## src/rtl/matrix_loader.sv

```systemverilog
// Collects an N x N matrix (N = 2..MAX_N) from a row-major element stream into a
// zero-padded MAX_N x MAX_N frame and holds it until the downstream stage acknowledges.
//
// state | meaning
// IDLE  | waiting for start; last frame retained; in_ready=0, mat_valid=0
// LOAD  | accepting beats into (row,col); in_ready=1
// HOLD  | frame complete; mat_valid=1 until mat_ack
module matrix_loader #(
  parameter int W     = 8,
  parameter int MAX_N = 5
) (
  input  logic                     clock,
  input  logic                     reset,
  input  logic                     start,
  input  logic [2:0]               size,
  input  logic                     in_valid,
  input  logic [W-1:0]             in_data,
  output logic                     in_ready,
  output logic [MAX_N*MAX_N*W-1:0] A_flat,
  output logic                     mat_valid,
  input  logic                     mat_ack,
  output logic [2:0]               n_out,
  output logic                     busy,
  output logic                     size_err
);

  localparam int NE = MAX_N * MAX_N;

  typedef enum logic [1:0] {IDLE, LOAD, HOLD} state_t;

  state_t     state, state_nx;
  logic [2:0] row, col;
  logic       size_ok, last_col, last_beat;

  assign size_ok   = (int'(size) >= 2) && (int'(size) <= MAX_N);
  assign last_col  = (col == n_out - 3'd1);
  assign last_beat = last_col && (row == n_out - 3'd1);

  always_comb begin
    state_nx  = state;
    in_ready  = 1'b0;
    mat_valid = 1'b0;
    busy      = 1'b0;
    case (state)
      IDLE: begin
        if (start && size_ok) state_nx = LOAD;
      end
      LOAD: begin
        in_ready = 1'b1;
        busy     = 1'b1;
        if (in_valid && last_beat) state_nx = HOLD;
      end
      HOLD: begin
        mat_valid = 1'b1;
        busy      = 1'b1;
        if (mat_ack) state_nx = IDLE;
      end
      default: state_nx = IDLE;
    endcase
  end

  always_ff @(posedge clock or posedge reset) begin
    if (reset) begin
      state    <= IDLE;
      A_flat   <= '0;
      n_out    <= 3'd0;
      row      <= 3'd0;
      col      <= 3'd0;
      size_err <= 1'b0;
    end else begin
      state    <= state_nx;
      size_err <= (state == IDLE) && start && !size_ok;
      case (state)
        IDLE: begin
          if (start && size_ok) begin
            A_flat <= '0;
            n_out  <= size;
            row    <= 3'd0;
            col    <= 3'd0;
          end
        end
        LOAD: begin
          if (in_valid) begin
            // in_ready is 1 throughout LOAD, so every valid beat is a transfer
            for (int e = 0; e < NE; e++) begin
              if (e == int'(row) * MAX_N + int'(col)) A_flat[e*W +: W] <= in_data;
            end
            if (last_col) begin
              col <= 3'd0;
              row <= row + 3'd1;
            end else begin
              col <= col + 3'd1;
            end
          end
        end
        default: ;
      endcase
    end
  end

endmodule
```

## config.mk

```make
export PLATFORM = sky130hd
export DESIGN_NAME = matrix_loader
export DESIGN_NICKNAME = d
export VERILOG_FILES = /design/src/rtl/matrix_loader.sv
export SDC_FILE = /design/constraint.sdc
export NUM_CORES = 1
export LEC_CHECK = 0
export ABC_CLOCK_PERIOD_IN_PS = 10400
export BUFFER_PORTS_ARGS = -buffer_cell sky130_fd_sc_hd__buf_2
export CORE_MARGIN = 8
export CORE_UTILIZATION = 53
export CTS_CLUSTER_DIAMETER = 50
export DETAILED_ROUTE_END_ITERATION = 7
export PLACE_DENSITY = 0.91
export SYNTH_ARGS = -nofsm -noshare
export SYNTH_HDL_FRONTEND = slang
export SYNTH_SLANG_ARGS = --single-unit
```

## constraint.sdc

```tcl
create_clock -name clock -period 10.4 [get_ports clock]
set_clock_uncertainty 0.1 [all_clocks]
set_input_delay 3.12 -clock clock [delete_from_list [all_inputs] [get_ports clock]]
set_output_delay 3.12 -clock clock [all_outputs]
set_load 0.05 [all_outputs]
```

==> results of run 1 <==
[metrics by stage]
step | utilization | area (sq um) | total power [mW]
after floorplan | - | 9050 | 2.29
after global placement | 0.617 | 10300 | 2.65
after detailed placement | 0.617 | 10300 | 2.69
after CTS | 0.661 | 11000 | 3.49
after global routing | 0.661 | 11000 | 3.65
final | 0.661 | 11000 | 3.48
[layer usage]
metal / track usage / vias up
met3: 0.0853 / 59
li1: - / 3294
met4: 0.0799 / 2
met5: 0 / -
met1: 0.295 / 3652
met2: 0.382 / 361
[cell usage after synthesis, drive strengths merged, types with 4 or more instances]
library cell  count  area share
nor2b             4      0.0028
nor2             12      0.0050
inv               7      0.0029
nand2           126       0.052
a21oi             6      0.0033
ha               15       0.021
mux2i           104        0.12
clkbuf           45       0.019
dfrtp           212        0.59
and3              7      0.0048
o21ai           104       0.058
nand4            11      0.0076
nand3           114       0.069
buf               6      0.0041
xor2              6      0.0058
[sequential cells by signal, summed over array words and instances (netlist names)]
signal and flops:
size_err 1, col 3, n_out 3, row 3, state 2, A_flat 200
[worst paths after layout]
path | to | depth (start not counted) | startpoint
worst max register to register | A_flat[198] | 7 | row[0]
worst min register to register | A_flat[122] | 2 | A_flat[122]
min in group asynchronous | A_flat[40] | 2 | reset
worst max-delay path | A_flat[17] | 7 | size[2]
worst min-delay path | A_flat[122] | 2 | A_flat[122]
max in group asynchronous | A_flat[112] | 3 | reset
[cell type report]
| cell class | instances | area (sq um) | share of cell area |
|---|---|---|---|
| Sequential cell | 212 | 5310 | 0.482 |
| Multi-Input combinational cell | 552 | 3520 | 0.320 |
| Timing Repair Buffer | 225 | 1130 | 0.103 |
| Clock buffer | 29 | 638 | 0.0580 |
| Tap cell | 220 | 275 | 0.0250 |
| Clock inverter | 11 | 100 | 0.00910 |
| Inverter | 7 | 33.8 | 0.00307 |
[tightest hold or removal path: stages (launching register included)]
cell and delay, ns:
sky130_fd_sc_hd__dfrtp_1 0.34, sky130_fd_sc_hd__nand3_1 0.06, sky130_fd_sc_hd__o21ai_0 0.06
[power breakdown]
part	switching, mW	internal, mW	total [mW]	leakage [nW]
clock	0.331	0.462	0.793	0.367
sequential	0.122	1.00	1.12	2.94
combinational	1.21	0.352	1.57	2.82
total	1.67	1.81	3.48	6.13
[cell families after synthesis]
family / synth area share
DFF: 0.586
adders and majority gates: 0.0230
xor gates and xnor gates: 0.0113
and+or+nand+nor: 0.161
AOI/OAI and AO/OA: 0.0750
muxes: 0.118
buffers and inverters: 0.0259
[cells in the final DEF (no fill, tap or decap), drive strengths merged, types with 2 or more instances in the layout]
cell | netlist | final
ha | 15 | 15
and2 | 2 | 2
xnor2 | 3 | 3
a2111oi | 2 | 2
or3 | 2 | 2
clkinv | 0 | 7
mux2 | 2 | 2
o211ai | 2 | 2
nor3 | 3 | 3
and3b | 3 | 3
o21ai | 104 | 104
nor4 | 2 | 2
inv | 7 | 9
nand3b | 3 | 3
o31ai | 2 | 2
a211oi | 3 | 3
nor2 | 12 | 12
nand4 | 11 | 11
a211o | 3 | 3
nand4b | 3 | 3
nand2 | 126 | 126
xor2 | 6 | 6
clkbuf | 45 | 29
a21o | 2 | 2
dfrtp | 212 | 212
and3 | 7 | 7
buf | 6 | 225
mux2i | 104 | 104
nand3 | 114 | 114
a21oi | 6 | 6
nor2b | 4 | 4
==> tab_implementation.tex, run 1 <==
\begin{tabular}{lr}
\hline
Metric & Value \\
\hline
\multicolumn{2}{l}{\textbf{Worst setup path}} \\
Category of the most critical setup path & in2reg \\
CP Data Arrival Time & just under 6 ns \\
Cells along the critical path & buf\_2 > xnor2\_1 > nor2\_1 > nand2\_4 > buf\_4 > nand2\_1 > mux2i\_1 \\
Worst path required time & between 10 and 15 ns \\
Worst setup EP type & register \\
CP max-delay cell & sky130\_fd\_sc\_hd\_\_buf\_4 \\
Worst-path fanout max & 102 \\
Slowest Stage Delay on Critical Path & 0.90 ns \\
Cell family contributing the most delay on the critical path & simple AND/OR/NAND/NOR gates \\
Count of buffer and inverter cells on the critical path & 2 \\
Kind of start point of the critical path & primary input \\
R2R setup slack & approximately 6.5 ns \\
\multicolumn{2}{l}{\textbf{Clocking}} \\
Count of hold buffers inserted by post-cts repair & 0 \\
Maximum buffer depth of the clock tree & 3 \\
Root Buffer & sky130\_fd\_sc\_hd\_\_clkbuf\_16 \\
Reg clk slew, reported paths & roughly 0.06 ns \\
Number of clock buffers inserted by TritonCTS & 22 \\
Skew-Pair Late Insertion Delay & roughly 0.50 ns \\
Buffer count from post-CTS setup fixing & 0 \\
Clock Sink Count & 212 \\
Count of H-tree levels built during CTS & 1 \\
TritonCTS clock tree & done \\
Resize count post-CTS & 0 \\
\multicolumn{2}{l}{\textbf{Placement}} \\
Post-placement setup slack & between 4 and 5 ns \\
Post-DP HPWL & around 17 mm \\
Routability congestion estimate & about 0.90 \\
Buffers on Ports & roughly 220 \\
Placed Cells & approximately 1200 \\
\multicolumn{2}{l}{\textbf{Timing}} \\
Number of slew-limit violations in the final report & 0 \\
Final setup violating endpoints & 0 \\
Final worst setup slack & approximately 4.9 ns \\
Maximum clock frequency & approximately 180 MHz \\
Setup repair after global routing missed its margin & false \\
Tmin final & about 5.5 ns \\
Setup\_tns & 0 ns \\
Worst hold margin & 0.396 ns \\
Final hold violations & 0 \\
Crit share post-route & 0.529 \\
Max-Slew Margin vs Limit & 0.184 \\
Pin slew with the least headroom to its limit & 1.22 ns \\
\multicolumn{2}{l}{\textbf{Detailed routing}} \\
Vias post-DR & 7368 \\
Met3 wire length & around 2.8 mm \\
Length of routed wiring on met1 & between 10 and 15 mm \\
\# DRC & 0 \\
Routed wire length & 26.2 mm \\
Antenna viol nets, final & 0 \\
Pre-antenna DRT Iters & 4 \\
Routed via count divided by cell count & between 5 and 6 \\
Sum of met2 wire segment lengths after detailed routing & 12.4 mm \\
Average wire per cell in the routed design & approximately 21 um \\
Top routing layer in use & met5 \\
Iteration-0 DRC Markers & between 400 and 500 \\
\multicolumn{2}{l}{\textbf{Global routing}} \\
Maximum number of pins on one net before global-route repair & approximately 140 \\
First-pass GRT wire length & 41.6 mm \\
Initial antenna violation count & 1 \\
Overflow after GRT & 0 \\
GR Util All Layers & 0.239 \\
Number of global-route vias before repair & around 7600 \\
\multicolumn{2}{l}{\textbf{Cells and area}} \\
NumNets Final & 1052 \\
Fill cell total of the finished layout & $\sim$1300 \\
Area growth from synthesis to final layout & 21.7\% \\
Layout Cells excl Fill & approximately 1300 \\
Share of cells above drive strength 1 & 0.271 \\
Final antenna diode count & 0 \\
\multicolumn{2}{l}{\textbf{Synthesis}} \\
Net Count, Synth & between 800 and 900 \\
Synthesized netlist cell count & between 800 and 900 \\
Dominant synthesized flop cell & sky130\_fd\_sc\_hd\_\_dfrtp\_1 \\
Average size of a mapped cell & roughly 11 sq um \\
Cell Area, Synth & 9050 sq um \\
Fraction of registers with async set or reset after synthesis & 1.00 \\
Post-synthesis sequential area ratio & 0.586 \\
Number of flops mapped to enable cells by yosys & 0 \\
Register bit total from synthesis & between 200 and 250 \\
Post-synth cell types & 42 \\
Number of synthesis warnings & 0 \\
\multicolumn{2}{l}{\textbf{Power}} \\
Power density over the cells & about 320 nW/um\^{}2 \\
Leakage & slightly above 6 nW \\
Peak supply drop & 0.165 mV \\
\multicolumn{2}{l}{\textbf{Floorplanning}} \\
Starting Density & 0.544 \\
Die height & 147 um \\
Die area & between 20000 and 25000 sq um \\
Cell row count & 47 \\
Die extent in x & 147 um \\
Io pins & between 200 and 250 \\
Core outline area & 16600 sq um \\
\multicolumn{2}{l}{\textbf{Worst hold path}} \\
Path class of the lowest-slack min-delay path & reg2reg \\
\multicolumn{2}{l}{\textbf{Flow run}} \\
Maxcap violations & 0 \\
\multicolumn{2}{l}{\textbf{Outcome}} \\
Status & finished clean \\
\hline
\end{tabular}
No activity file was read; power rests on OpenSTA's default activity.
==> run 2, diff against run 1 <==
Settings changed: ABC_AREA set to 1, ABC_CLOCK_PERIOD_IN_PS 10400 to 4500, CORE_UTILIZATION 53 to 49, PLACE_DENSITY 0.91 to 0.88.
Clock period 10.4 ns to 4.5 ns, I/O delays scaled along.
==> tab_implementation.tex, run 2 <==
\begin{tabular}{lr}
\hline
Metric & Value \\
\hline
\multicolumn{2}{l}{\textbf{Outcome}} \\
Status & finished clean \\
\multicolumn{2}{l}{\textbf{Synthesis}} \\
XOR/XNOR share of the synthesized area & 0.00271 (-0.00863) \\
Largest cells by area after synthesis & sky130\_fd\_sc\_hd\_\_dfrtp\_1 (55\%), sky130\_fd\_sc\_hd\_\_nand2\_1 (18\%), sky130\_fd\_sc\_hd\_\_nand3\_1 (12\%) \\
Synth Area in Compound Gates & 0.00890 (-0.0661) \\
Combinational family with the most area after synthesis & simple AND/OR/NAND/NOR gates \\
Adder and majority cell fraction of the synthesized area & 0.0214 (-0.00156) \\
Share of the synthesized area in the top cell type & 0.547 (-0.0398) \\
Post-synthesis sequential area ratio & 0.547 (-0.0398) \\
Fraction of synthesized area in multiplexers & 0 (-0.118) \\
Synthesized netlist cell count & 1103 (+34\%) \\
Post-synth cell types & 26 (-38\%) \\
Dominant synthesized flop cell & sky130\_fd\_sc\_hd\_\_dfrtp\_1 \\
Cell Area, Synth & 9710 sq um (+7.3\%) \\
Net Count, Synth & 1135 (+33\%) \\
Average size of a mapped cell & 8.80 sq um (-20\%) \\
Number of synthesis warnings & 0 (unchanged) \\
Number of flops mapped to enable cells by yosys & 0 (unchanged) \\
Register bit total from synthesis & 212 (unchanged) \\
Fraction of registers with async set or reset after synthesis & 1.00 (unchanged) \\
Most repeated cell in the gate-level netlist after synthesis & sky130\_fd\_sc\_hd\_\_nand2\_1 \\
Post-synthesis share of cell area spent on and, or, nand and nor gates & 0.372 (+0.211) \\
Library cell with the largest summed area after synthesis & sky130\_fd\_sc\_hd\_\_dfrtp\_1 \\
Synth cell count leaders & sky130\_fd\_sc\_hd\_\_nand2\_1 (462), sky130\_fd\_sc\_hd\_\_nand3\_1 (225), sky130\_fd\_sc\_hd\_\_dfrtp\_1 (212) \\
\multicolumn{2}{l}{\textbf{Floorplanning}} \\
Die height & 157 um (+6.9\%) \\
Die extent in x & 157 um (+6.9\%) \\
Io pins & 223 (unchanged) \\
Core outline area & 19500 sq um (+17\%) \\
Starting Density & 0.499 (-0.0449) \\
Cell row count & 51 (+8.5\%) \\
Die area & 24600 sq um (+14\%) \\
\multicolumn{2}{l}{\textbf{Timing}} \\
Final hold violations & 0 (unchanged) \\
Crit share post-route & 0.760 \\
Number of slew-limit violations in the final report & 0 (unchanged) \\
Maximum clock frequency & 292 MHz \\
Max-Slew Margin vs Limit & 0.211 (+0.0269) \\
Final setup violating endpoints & 0 (unchanged) \\
Tmin final & $\sim$3.4 ns \\
Final worst setup slack & 1.08 ns (-3.82 ns) \\
Setup\_tns & 0 ns (unchanged) \\
Setup repair after global routing missed its margin & false \\
Pin slew with the least headroom to its limit & 1.18 ns (-0.0387 ns) \\
\multicolumn{2}{l}{\textbf{Detailed routing}} \\
Average wire per cell in the routed design & 18.0 um (-14\%) \\
\# DRC & 0 (unchanged) \\
Antenna viol nets, final & 0 (unchanged) \\
Routed wire length & 28.6 mm (+9.3\%) \\
Pre-antenna DRT Iters & 7 (+3) \\
Routed via count divided by cell count & 5.40 (-7.9\%) \\
Iteration-0 DRC Markers & 629 (+37\%) \\
Vias post-DR & 8613 (+17\%) \\
\multicolumn{2}{l}{\textbf{Cells and area}} \\
Number of flip-flops in the largest register & 200 (unchanged) \\
Area growth from synthesis to final layout & 21.2\% \\
Final standard cell utilization of the core & 0.604 (-0.0569) \\
Most flop-heavy register & A\_flat \\
NumNets Final & 1347 (+28\%) \\
Area of all placed cells without fillers & 11800 sq um (+6.9\%) \\
Commonest non-fill, non-tap cell in the layout & sky130\_fd\_sc\_hd\_\_nand2\_1 \\
Share of cells above drive strength 1 & 0.260 (-0.0116) \\
Commonest cells after routing, fill and taps aside & sky130\_fd\_sc\_hd\_\_nand2\_1 (462), sky130\_fd\_sc\_hd\_\_nand3\_1 (225), sky130\_fd\_sc\_hd\_\_buf\_2 (222) \\
Final antenna diode count & 0 (unchanged) \\
\multicolumn{2}{l}{\textbf{Worst setup path}} \\
Worst setup EP type & register \\
Cells along the critical path & ha\_1 > ha\_1 > fa\_1 > nand2\_2 > nand2\_2 > a21oi\_4 > nand3\_1 > nand2\_2 > nand2\_2 > nand2\_1 > nand2\_1 \\
Worst path required time & 4.79 ns (-5.90 ns) \\
Crit path top cell by count & sky130\_fd\_sc\_hd\_\_nand2\_2 \\
Kind of start point of the critical path & register \\
Category of the most critical setup path & reg2reg \\
Worst setup path endpoint & A\_flat[35] \\
Critical path origin & row[0] \\
Launching point of the worst reg2reg path & row[0] \\
Worst-path fanout max & 25 (-75\%) \\
Length in cells of the worst reg-to-reg path & 11 (+4) \\
Worst R2R End & A\_flat[35] \\
CP Data Arrival Time & 3.71 ns (-2.08 ns) \\
R2R setup slack & 1.08 ns (-5.44 ns) \\
CP max-delay cell & sky130\_fd\_sc\_hd\_\_a21oi\_4 \\
Slowest Stage Delay on Critical Path & 0.62 ns (-0.28 ns) \\
\multicolumn{2}{l}{\textbf{Clocking}} \\
TritonCTS clock tree & done \\
Maximum buffer depth of the clock tree & 3 (unchanged) \\
Number of clock buffers inserted by TritonCTS & 24 (+9.1\%) \\
Root Buffer & sky130\_fd\_sc\_hd\_\_clkbuf\_16 \\
Count of hold buffers inserted by post-cts repair & 0 (unchanged) \\
Buffer count from post-CTS setup fixing & 0 (unchanged) \\
Clock Sink Count & 212 (unchanged) \\
Resize count post-CTS & 0 (unchanged) \\
Count of H-tree levels built during CTS & 1 (unchanged) \\
Reg clk slew, reported paths & 0.06 ns (about the same) \\
Skew-Pair Late Insertion Delay & 0.51 ns (about the same) \\
\multicolumn{2}{l}{\textbf{Worst hold path}} \\
Path class of the lowest-slack min-delay path & reg2reg \\
Hold path cells & 2 (unchanged) \\
\multicolumn{2}{l}{\textbf{Global routing}} \\
Maximum number of pins on one net before global-route repair & 84 (-41\%) \\
Overflow after GRT & 0 (unchanged) \\
Number of global-route vias before repair & 8402 (+11\%) \\
GR Util All Layers & 0.228 (-0.0102) \\
First-pass GRT wire length & 45.1 mm (+8.4\%) \\
Initial antenna violation count & 0 (-1) \\
\multicolumn{2}{l}{\textbf{Placement}} \\
Post-placement setup slack & 1.06 ns (-3.38 ns) \\
Routability congestion estimate & 0.840 (-6.3\%) \\
Area post-placement & 11000 sq um (+7.0\%) \\
Post-DP HPWL & 19.3 mm (+11\%) \\
Buffers on Ports & 222 (unchanged) \\
\multicolumn{2}{l}{\textbf{Flow run}} \\
Maxcap violations & 0 (unchanged) \\
\hline
\end{tabular}
## run 2: worst min-delay path by stage
stage / slack (ns) / end / from
6_report: 0.37 / A_flat[79] / A_flat[79]
2_1_floorplan: 0.37 / state[1] / state[1]
4_1_cts: 0.37 / A_flat[79] / A_flat[79]
3_5_place_dp: 0.35 / A_flat[79] / A_flat[79]
5_1_grt: 0.38 / A_flat[66] / A_flat[66]
3_3_place_gp: 0.35 / A_flat[174] / A_flat[174]
## run 2: logic make-up after synthesis
kind of cell / after synthesis
AO/OA/AOI/OAI: 14
XOR/XNOR: 3
adder cells (fa/ha/maj): 16
buffers and inverters: 80
flip-flops: 212
AND/OR/NAND/NOR: 778
## run 2: layout make-up
type                       count  area (sq um)
timing repair buffer         234          1260
sequential                   212          5310
multi-input combinational    811          3950
fill                        1661          7700
clock inverter                11           140
clock buffer                  29           639
inverter                      32           136
tap                          265           332
## run 2: worst max-delay path: cells and delay by family (launching register included)
kind                       cells  cell delay [ns]
adders and majority gates      3             1.11
and+or+nand+nor                7             1.01
AOI/OAI and AO/OA              1             0.62
DFF                            1             0.45
## run 2: per-stage QoR
stage               hold WS, ns  std cells
CTS                       0.368       1594
global placement          0.349       1554
finish                    0.365       1594
floorplan                 0.367       1103
global route              0.385       1594
detailed placement        0.353       1554
## run 2: metal layers
layer  share of wire  vias to the layer above  wire length (um)  global-route usage
met5               0                        -                 0                   0
li1                -                     3977                 -                   -
met3           0.092                       46              2650              0.0430
met2            0.49                      423             14000               0.389
met4           0.017                        0               485              0.0517
met1            0.40                     4167             11500               0.297
Power of run 2 is not shown: default switching activity piles up to over one toggle a cycle in this logic, so the estimate is an artifact.
==> run 3, diff against run 2 <==
Settings changed: ABC_AREA 1 to 0, ABC_CLOCK_PERIOD_IN_PS 4500 to 3500, CORE_UTILIZATION 49 to 53, PLACE_DENSITY 0.88 to 0.91.
Clock period 4.5 ns to 3.5 ns, I/O delays scaled along.
==> tab_implementation.tex, run 3 (same netlist as run 1, synthesis figures left out) <==
\begin{tabular}{lr}
\hline
Metric & Value \\
\hline
\multicolumn{2}{l}{\textbf{Outcome}} \\
Status & finished clean \\
\multicolumn{2}{l}{\textbf{Clocking}} \\
Skew-Pair Late Insertion Delay & 0.50 ns (about the same) \\
Maximum buffer depth of the clock tree & 3 (unchanged) \\
Root Buffer & sky130\_fd\_sc\_hd\_\_clkbuf\_16 \\
TritonCTS clock tree & done \\
Number of clock buffers inserted by TritonCTS & 22 (-8.3\%) \\
Clock Sink Count & 212 (unchanged) \\
Count of hold buffers inserted by post-cts repair & 0 (unchanged) \\
Count of H-tree levels built during CTS & 1 (unchanged) \\
Reg clk slew, reported paths & 0.06 ns (about the same) \\
\multicolumn{2}{l}{\textbf{Floorplanning}} \\
Die extent in x & 147 um (-6.4\%) \\
Cell row count & 47 (-7.8\%) \\
Die area & 21500 sq um (-12\%) \\
Starting Density & 0.544 (+0.0449) \\
Die height & 147 um (-6.4\%) \\
Io pins & 223 (unchanged) \\
Core outline area & 16600 sq um (-14\%) \\
\multicolumn{2}{l}{\textbf{Worst setup path}} \\
Length in cells of the worst reg-to-reg path & 9 (-2) \\
Category of the most critical setup path & reg2reg \\
Kind of start point of the critical path & register \\
Worst-path fanout max & 8 (-68\%) \\
Worst path required time & 3.75 ns (-1.04 ns) \\
CP Data Arrival Time & 3.70 ns (about the same) \\
Worst setup EP type & register \\
\multicolumn{2}{l}{\textbf{Detailed routing}} \\
Vias post-DR & 7655 (-11\%) \\
Average wire per cell in the routed design & 21.9 um (+22\%) \\
Antenna viol nets, final & 0 (unchanged) \\
Routed via count divided by cell count & 5.94 (+9.9\%) \\
Routed wire length & 28.3 mm (-1.2\%) \\
Iteration-0 DRC Markers & 456 (-28\%) \\
Pre-antenna DRT Iters & 5 (-2) \\
\# DRC & 0 (unchanged) \\
\multicolumn{2}{l}{\textbf{Cells and area}} \\
Commonest non-fill, non-tap cell in the layout & sky130\_fd\_sc\_hd\_\_buf\_2 \\
Most flop-heavy register & A\_flat \\
Commonest cells after routing, fill and taps aside & sky130\_fd\_sc\_hd\_\_buf\_2 (222), sky130\_fd\_sc\_hd\_\_dfrtp\_1 (212), sky130\_fd\_sc\_hd\_\_nand2\_1 (124) \\
NumNets Final & 1086 (-19\%) \\
Number of flip-flops in the largest register & 200 (unchanged) \\
Share of cells above drive strength 1 & 0.294 (+0.0341) \\
Final antenna diode count & 0 (unchanged) \\
Area growth from synthesis to final layout & 25.1\% \\
\multicolumn{2}{l}{\textbf{Timing}} \\
Final hold violations & 0 (unchanged) \\
Crit share post-route & 0.988 (+0.228) \\
Max-Slew Margin vs Limit & 0.366 (+0.156) \\
Maximum clock frequency & 289 MHz (-1.1\%) \\
Setup\_tns & 0 ns (unchanged) \\
Pin slew with the least headroom to its limit & 0.946 ns (-0.237 ns) \\
Tmin final & 3.46 ns (+0.0372 ns) \\
Final setup violating endpoints & 0 (unchanged) \\
Setup repair after global routing missed its margin & true \\
Number of slew-limit violations in the final report & 0 (unchanged) \\
\multicolumn{2}{l}{\textbf{Placement}} \\
Post-DP HPWL & 19.2 mm (-0.25\%) \\
Routability congestion estimate & 0.914 (+8.9\%) \\
Buffers on Ports & 222 (unchanged) \\
\multicolumn{2}{l}{\textbf{Power}} \\
Total Power Consumption & 10.6 mW \\
Leakage & roughly 6.3 nW \\
Portion of total power attributed to combinational logic & 0.471 \\
Switching part of the total power & 0.480 \\
Fraction of power consumed by sequential logic & 0.313 \\
Part of the total power dissipated in the clock network & 0.216 \\
Sw Pwr & about 5.1 mW \\
Internal Pwr Total & 5.54 mW \\
Power density over the cells & roughly 940 nW/um\^{}2 \\
Peak supply drop & between 0.7 and 0.8 mV \\
\multicolumn{2}{l}{\textbf{Global routing}} \\
Overflow after GRT & 0 (unchanged) \\
Initial antenna violation count & 1 (+1) \\
Number of global-route vias before repair & 7849 (-6.6\%) \\
Maximum number of pins on one net before global-route repair & 76 (-9.5\%) \\
GR Util All Layers & 0.256 (+0.0274) \\
First-pass GRT wire length & 44.3 mm (-1.9\%) \\
\multicolumn{2}{l}{\textbf{Worst hold path}} \\
Hold path cells & 2 (unchanged) \\
Path class of the lowest-slack min-delay path & reg2reg \\
\multicolumn{2}{l}{\textbf{Flow run}} \\
Maxcap violations & 0 (unchanged) \\
\hline
\end{tabular}
## run 3: changes by cell type in the layout (fill, tap and decap cells not counted), sizes merged, moves of 8 or more
cell   delta
nand3   -122
o21ai    +95
nor2     -11
mux2i   +104
nand4     +8
nand2   -390
inv      -21
buf      +25
## run 3: worst paths after layout
| path | startpoint | to | slack (ns) |
|---|---|---|---|
| worst max-delay path | row[2] | A_flat[14] | 0.04 |
| worst min-delay path | A_flat[106] | A_flat[106] | 0.39 |
| worst max register to register | row[2] | A_flat[14] | 0.04 |
| worst min register to register | A_flat[106] | A_flat[106] | 0.39 |
| max in group asynchronous | reset | A_flat[169] | 1.99 |
| min in group asynchronous | reset | A_flat[186] | 0.53 |
## run 3: cell type report
type / instances / area (sq um)
Clock buffer: 31 / 624
Tap cell: 220 / 275
Clock inverter: 8 / 86.3
Inverter: 7 / 30.0
Sequential cell: 212 / 5310
Multi-Input combinational cell: 552 / 3540
Fill cell: 1224 / 5330
Timing Repair Buffer: 259 / 1450
## run 3: critical path: stages, from the launching register on
cell,delay (ns)
sky130_fd_sc_hd__dfrtp_1,0.43
sky130_fd_sc_hd__ha_1,0.29
sky130_fd_sc_hd__ha_1,0.32
sky130_fd_sc_hd__fa_1,0.50
sky130_fd_sc_hd__a211o_1,0.28
sky130_fd_sc_hd__and2_1,0.23
sky130_fd_sc_hd__nor4_4,0.41
sky130_fd_sc_hd__buf_4,0.23
sky130_fd_sc_hd__nand3_2,0.29
sky130_fd_sc_hd__mux2i_1,0.21
## run 3: what timing repair did
| action | CTS | global route |
|---|---|---|
| endpoints found under the setup margin | 1 | 88 |
| buffers inserted | 1 | 3 |
| pin swaps | 1 | 2 |
| gates resized for setup | 0 | 7 |
## run 3: through the flow
stage | setup WS [ns] | hold slack [ns] | std cells | utilization | area (sq um)
after floorplan | -0.406 | 0.409 | 822 | - | 9050
after global placement | 0.248 | 0.375 | 1246 | 0.634 | 10600
after detailed placement | 0.0674 | 0.386 | 1246 | 0.634 | 10600
after CTS | 0.0996 | 0.399 | 1286 | 0.677 | 11300
after global routing | -0.0644 | 0.419 | 1289 | 0.680 | 11300
final | 0.0435 | 0.393 | 1289 | 0.680 | 11300
## run 3: metal layers
metal  global-route usage  share of wire
met2                0.425           0.47
met5                    0        0.00042
met1                0.305           0.39
met3               0.0884           0.10
met4               0.0871          0.031
## run 3: power groups by stage
stage | Combinational (mW) | Sequential (mW) | Clock, mW
2_1_floorplan | 1.83 | 4.98 | 0
3_3_place_gp | 4.80 | 3.31 | 0
3_5_place_dp | 4.92 | 3.34 | 0
4_1_cts | 4.95 | 3.32 | 2.33
5_1_grt | 5.30 | 3.37 | 2.42
6_report | 5.01 | 3.33 | 2.30
